`config.mk`:
```
export PLATFORM = sky130hd
export DESIGN_NAME = forward_scoreboard
export DESIGN_NICKNAME = d
export VERILOG_FILES = /design/src/rtl/forward_scoreboard.sv
export SDC_FILE = /design/constraint.sdc
export NUM_CORES = 1
export LEC_CHECK = 0
export CELL_PAD_IN_SITES_DETAIL_PLACEMENT = 1
export CELL_PAD_IN_SITES_GLOBAL_PLACEMENT = 1
export CORE_ASPECT_RATIO = 0.9
export CORE_MARGIN = 5
export CORE_UTILIZATION = 30
export CTS_BUF_LIST = sky130_fd_sc_hd__clkbuf_8 sky130_fd_sc_hd__clkbuf_16
export DETAILED_ROUTE_END_ITERATION = 10
export PLACE_DENSITY = 0.79
export SYNTH_ARGS = -nofsm -noshare
export SYNTH_HDL_FRONTEND = slang
export SYNTH_SLANG_ARGS = --single-unit
```
`constraint.sdc`:
```
create_clock -name clk -period 3.28 [get_ports clk]
set_input_delay 0.492 -clock clk [delete_from_list [all_inputs] [get_ports clk]]
set_output_delay 0.492 -clock clk [all_outputs]
set_load 0.005 [all_outputs]
```
`src/rtl/forward_scoreboard.sv`:
```
// Operand forwarding with per-register in-flight write scoreboard for NUM_SRC sources over NUM_BYP bypass channels.
// Latency: data/depends/stall are combinational; scoreboard updates are visible one cycle after issue/retire.
// Backpressure: stall holds issue on an unready bypass hit, a pending write, or a saturated destination counter.
module forward_scoreboard #(
   parameter int XLEN     = 32,
   parameter int REG_BITS = 5,
   parameter int NUM_SRC  = 2,
   parameter int NUM_BYP  = 3,
   parameter int CNT_BITS = 2
) (
   input  logic                         clk,
   input  logic                         rst,
   input  logic                         flush,
   input  logic [NUM_SRC*REG_BITS-1:0]  src,
   output logic [NUM_SRC*XLEN-1:0]      data,
   output logic [NUM_SRC-1:0]           depends,
   output logic                         stall,
   input  logic                         issue_valid,
   input  logic                         issue_writes,
   input  logic [REG_BITS-1:0]          issue_dest,
   input  logic [NUM_BYP-1:0]           byp_valid,
   input  logic [NUM_BYP-1:0]           byp_ready,
   input  logic [NUM_BYP*REG_BITS-1:0]  byp_dest,
   input  logic [NUM_BYP*XLEN-1:0]      byp_data,
   input  logic                         retire_valid,
   input  logic [REG_BITS-1:0]          retire_dest,
   output logic [31:0]                  stall_cycles
);

   localparam int NUM_REGS = 2**REG_BITS;
   localparam logic [CNT_BITS-1:0] CNT_MAX = {CNT_BITS{1'b1}};

   logic [CNT_BITS-1:0] pend [NUM_REGS];
   logic [NUM_SRC-1:0]  slot_stall;
   logic [REG_BITS-1:0] sel;
   logic                hit;
   logic                dest_full;
   logic                inc;
   logic                dec;

   // Per-slot resolution: r0 is constant zero, youngest matching channel wins, then the scoreboard.
   always_comb begin
      data       = '0;
      depends    = '0;
      slot_stall = '0;
      sel        = '0;
      hit        = 1'b0;
      for (int k = 0; k < NUM_SRC; k++) begin
         sel = src[k*REG_BITS +: REG_BITS];
         hit = 1'b0;
         if (sel != '0) begin
            for (int i = 0; i < NUM_BYP; i++) begin
               if (!hit && byp_valid[i] && (byp_dest[i*REG_BITS +: REG_BITS] == sel)) begin
                  hit        = 1'b1;
                  depends[k] = 1'b1;
                  if (byp_ready[i])
                     data[k*XLEN +: XLEN] = byp_data[i*XLEN +: XLEN];
                  else
                     slot_stall[k] = 1'b1;
               end
            end
            if (!hit && (pend[sel] != '0)) begin
               depends[k]    = 1'b1;
               slot_stall[k] = 1'b1;
            end
         end
      end
   end

   // Issue stall: any slot waiting, or the destination counter cannot take another in-flight write.
   always_comb begin
      dest_full = issue_valid && issue_writes && (issue_dest != '0) && (pend[issue_dest] == CNT_MAX);
      stall     = (|slot_stall) || dest_full;
      inc       = issue_valid && issue_writes && !stall && (issue_dest != '0);
      dec       = retire_valid && (retire_dest != '0);
   end

   // Pending-write counters: an issue and retire to the same register cancel out; retire never underflows.
   always_ff @(posedge clk) begin
      if (rst || flush) begin
         for (int r = 0; r < NUM_REGS; r++)
            pend[r] <= '0;
      end else begin
         for (int r = 1; r < NUM_REGS; r++) begin
            if (inc && (issue_dest == REG_BITS'(r)) && !(dec && (retire_dest == REG_BITS'(r))))
               pend[r] <= pend[r] + CNT_BITS'(1);
            else if (dec && (retire_dest == REG_BITS'(r)) && !(inc && (issue_dest == REG_BITS'(r)))
                     && (pend[r] != '0))
               pend[r] <= pend[r] - CNT_BITS'(1);
         end
      end
   end

   // Retiring a register with nothing in flight means the pipeline lost track of a write.
   always_ff @(posedge clk) begin
      if (!rst && !flush && dec && !(inc && (issue_dest == retire_dest)))
         assert (pend[retire_dest] != '0)
            else $error("forward_scoreboard: retire of r%0d with no pending write", retire_dest);
   end

   // Saturating count of stalled cycles; survives flush, cleared only by reset.
   always_ff @(posedge clk) begin
      if (rst)
         stall_cycles <= '0;
      else if (stall && (stall_cycles != 32'hFFFF_FFFF))
         stall_cycles <= stall_cycles + 32'd1;
   end

endmodule

```
== After elaboration in Yosys (flattened, before gate mapping) ==
Memory sizes are Yosys's and may differ from the RTL's.
Cells that the tools add are included.

* Reduce and logical (&&, ||, !) cells: 283
* $add $sub $neg: 63
* Eq/ne operators: 70
* Bitwise logic cells: 62
* Mux-type cells: 329

{| class="wikitable"
|+ Operators by type and width
! operator !! number
|-
| 32-bit 2-to-1 mux || 13
|-
| 1-bit 2-to-1 mux || 254
|-
| 1-bit logical AND || 174
|-
| 5-bit equality test, second input constant || 32
|-
| 2-bit 2-to-1 mux || 62
|-
| 5-bit by 4-bit equality test with 1-bit output, second input constant || 16
|-
| 1-bit logical NOT || 69
|-
| 2-bit nonzero test || 33
|-
| 2-bit by 1-bit adder with 2-bit output, second input constant || 31
|-
| 1-bit OR || 62
|-
| 2-bit by 1-bit subtractor with 2-bit output, second input constant || 31
|-
| 5-bit by 3-bit equality test with 1-bit output, second input constant || 8
|-
| 32-bit by 1-bit adder with 32-bit output, second input constant || 1
|-
| 32-bit != test, second input constant || 1
|-
| 5-bit equality test || 6
|-
| 5-bit by 2-bit equality test with 1-bit output, second input constant || 4
|-
| 5-bit nonzero test || 4
|-
| 5-bit by 1-bit equality test with 1-bit output, second input constant || 2
|-
| 2-bit equality test, second input constant || 1
|-
| 1-bit logical OR || 2
|-
| 2-bit OR reduction || 1
|}

* Bits in writable memories: 64
* Memories kept: 1
* Flip-flop bits (word level): 32
* Input bits: 143

{| class="wikitable"
|+ Memory list
! name !! depth !! width !! read ports !! clocked after Yosys merged registers in !! wr ports !! RTL line !! text
|-
| pend || 32 || 2 || 34 || 0 || 32 || 33 || <nowiki>logic [CNT_BITS-1:0] pend [NUM_REGS];</nowiki>
|}

== Longest topological paths before layout ==
Gate-level depths: netlist of the first run.

* Depth in word-level cells: 32
* Mapped depth: 13

== Worst setup path after synthesis of the first run ==
OpenSTA, ideal clock, no wires.

* Path kind: input to register
* Start: input src[5]
* End: memory pend[22][0] (enable)
* Buffers on the path: 2
* Setup time: 322 ps
* Cell stages on the path: 10
* Path slack: 216 ps
* Arrival time: 2,742 ps
* Data required time: 2,958 ps
* Path through: buf_2 > nor3_1 > a21oi_1 > mux4_2 > o211a_1 > o21ai_2 > nand2_1 > buf_2 > or4_1 > o211ai_1

{| class="wikitable"
|+ RTL lines
! what !! RTL line !! text
|-
| start: declaration || 14 || <nowiki>input logic [NUM_SRC*REG_BITS-1:0] src,</nowiki>
|-
| end: declaration || 33 ||
|}

==> impl_results.md, run 1 <==
* Mean Syn Cell Area at 7.70 um2
* Die ar. at 33400 um2
* WL final at 48400 um
* Io pins at 242
* CP endpoint kind: register
* Crit path launch type: input port
* Critical path class: in -> reg
* RSZ-0062 raised after global routing: yes
* H-tree depth at 3
* Sequential Power Share at roughly 37%
* Clk pin slew, worst setup/hold paths at approximately 0.08 ns
* Period utilization at 103%
* Slowest stage delay, CP at between 0.5 and 0.6 ns
* First-pass GRT wire length at 70600 um
* CORE AREA at 29700 um2
* Int Pwr at 2.44 mW
* Failing checks: negative setup slack
* Total Routing Usage GR at 26.5%
* Syn_nets at 1307
* Max-cap viol count at 0
* Setup slack after layout at -0.108 ns
* Post-DR vias/cell at 6.07
* Detailed Place HPWL at 34700 um
* Hold WC Path Type: reg -> reg
* FMAX at 0.295 GHz
* Final nets at roughly 1700
* CP bufs+invs at 8
* Largest net degree at the start of global routing at 53
* Syn Inst Count at 1162
* CP delay by family, top: simple AND/OR/NAND/NOR gates
* CP Cell Sequence: clkdlybuf4s15_1 > buf_6 > buf_4 > inv_2 > buf_4 > or4_1 > nand3b_1 > o211ai_1 > o21ai_2 > nand4_1 > buf_4 > buf_6 > buf_4 > or3_1 > a211oi_1
* Power per cell area at 259 nW/um2
* Max IR drop VDD at approximately 0.00021 V
* # rows at 60
* Port Buf Inserts at 241
* Clock group share of total power at 29.2%
* Most frequent cells in the layout: 209 x buf_4, 146 x clkdlybuf4s50_1, 133 x nor2_1, 123 x nand2_1, 78 x a21oi_1
* DR DRC count at 0
* CP most frequent cell: buf_4
* Worst EP arrival at 3.57 ns
* DIE HEIGHT at approximately 170 um
* Crit Path Max Fanout at 5
* Top FF cell, synth: edfxtp_1
* Slowest cell on crit path: or4_1
* Starting Density at 30.2%
* Design Area, Final at 14500 um2
* Setup tns final at -1.36 ns
* Setup violators final at 33
* Most common cell after layout, fill and taps aside: buf_4
* Wirelength per Cell at 24.5 um
* CTS Buffer Depth at 2
* Final Max Slew Viols at 0
* Antenna Violating Nets Remaining at 0
* Drt initial violations at 1332
* Slew @ Worst Pin at 0.814 ns
* Async S/R FF share, synth at 0%
* Post-synth EDFFs at 62
* CTS root buf: clkbuf_16
* Seq/Total Area, Yosys at ~28%
* Synth Register Bits at 94
* Status: finished with violations
* CTS tree: done
* Number of synthesis warnings at 0
* Total grt overflow at 0
* Combinational power share at 33.6%
* Pre-Repair DR Iteration Count at 5
* Via count at 12000
* Die width at 192 um
* Final Wtd Congestion at approximately 0.96
* Clk_skew at 0.0123 ns
* Min Hold Slack at 0.551 ns
* Share of layout cells above drive strength 1 at 28.1%
* Synthesized cell area at 8940 um2
* Leakage at 5.13 nW
* NetSw at 1.31 mW
* Clock sink total at 94
* Relative slew slack at a little under half
* Vias in the first global route at roughly 12000
* Switch share at 34.9%
* Initial antenna violation count at 6
* Placed cell areas at ~13000 um2
* Num CTS Buffers at 9
* CP required at 3.46 ns
* Clk_lat worst skew at about 0.37 ns
* Synth cell types at 76
* Final count of hold timing violations at 0
* Layout area overhead at 61.8%
* Min Clock Period, post-route at 3.39 ns
[worst register-to-register path: cells and delay by family, from the launching register on]
family / cells / cell delay, ns
mux: 1 / 0.53
buf+inv: 3 / 0.46
flops: 1 / 0.40
compound gates: 4 / 0.84
simple gates: 3 / 0.93
[per-stage QoR]
step	utilization [%]	std cells	total power, mW	setup WS [ns]
final	48.8	1977	3.75	-0.108
after floorplan	-	1162	1.85	0.216
after global routing	48.8	1976	3.87	-0.179
after global placement	44.7	1925	2.48	-0.800
after detailed placement	44.7	1925	2.51	-0.917
after CTS	47.5	1962	3.65	0.00255
[cell usage after synthesis, drive strengths merged (13+ instances only)]
master	n	area share (%)
or3	20	1.4
or4	13	1.1
buf	26	1.7
nand4	23	1.6
a32oi	61	6.0
nor4	39	3.0
a2111oi	13	1.3
nand2	126	5.3
o21ai	50	2.9
nand3b	15	1.3
nor2b	17	1.2
nor3	35	2.2
nand3	65	3.6
dfxtp	32	7.2
inv	14	0.59
xnor2	33	3.2
clkbuf	70	2.9
nor2	143	6.0
xor2	23	2.3
a31oi	13	0.91
a21oi	89	5.0
o211ai	21	1.8
edfxtp	62	21
[metal layers]
layer	wire, um	GRT usage (%)	share of wire, %
met5	19	0	0.039
met4	1900	8.08	3.9
met1	19500	34.5	40
met2	23000	44.3	48
met3	3970	5.54	8.2
[cell type report]
type	instances	area, um2
clock buffer	9	225
sequential	94	2500
multi-input combinational	958	6690
antenna	5	12.5
clock inverter	7	61.3
timing repair buffer	487	4430
fill	3512	15200
inverter	14	52.6
tap	403	504
[worst paths after layout]
| check | from | end | slack (ns) | cells after the start |
|---|---|---|---|---|
| worst max-delay path | src[1] | pend[14][0] | -0.11 | 15 |
| worst min-delay path | stall_cycles[29] | stall_cycles[29] | 0.55 | 2 |
| worst max register to register | pend[25][0] | pend[14][0] | -0.04 | 11 |
| worst min register to register | stall_cycles[29] | stall_cycles[29] | 0.55 | 2 |
[power by group through the flow]
stage | Sequential [mW] | Combinational, mW | Clock [mW]
finish | 1.39 | 1.26 | 1.09
global route | 1.40 | 1.31 | 1.16
global placement | 1.41 | 1.07 | 0
floorplan | 1.41 | 0.443 | 0
CTS | 1.39 | 1.16 | 1.11
detailed placement | 1.41 | 1.10 | 0
[cell families (layout without fill, tap and decap cells)]
kind of cell / Yosys count / in the layout / synth area share, %
buffers and inverters: 110 / 517 / 5.22
flip-flops: 94 / 94 / 28.0
other: 0 / 5 / 0
adder cells (fa/ha/maj): 2 / 2 / 0.280
AND/OR/NAND/NOR: 557 / 557 / 31.8
AO/OA/AOI/OAI: 313 / 313 / 24.1
multiplexers: 30 / 30 / 5.13
XOR/XNOR: 56 / 56 / 5.48
[sequential cells by signal (all words and copies together), names as in the netlist]
register and flops:
pend 62, stall_cycles 32
[what timing repair did]
item | CTS | global route
hold buffers | 0 | 0
pin swaps | 36 | 41
setup buffers | 19 | 11
endpoints found under the setup margin | 208 | 181
gates cloned | 2 | 2
gates resized for setup | 240 | 126
(Power assumes the default switching activity.)
==> inputs of run 2 (changes only) <==
GPL_ROUTABILITY_DRIVEN = 1   (was default)
==> results of run 2 <==
No change in the layout: final DEF, timing and power equal those of run 1.
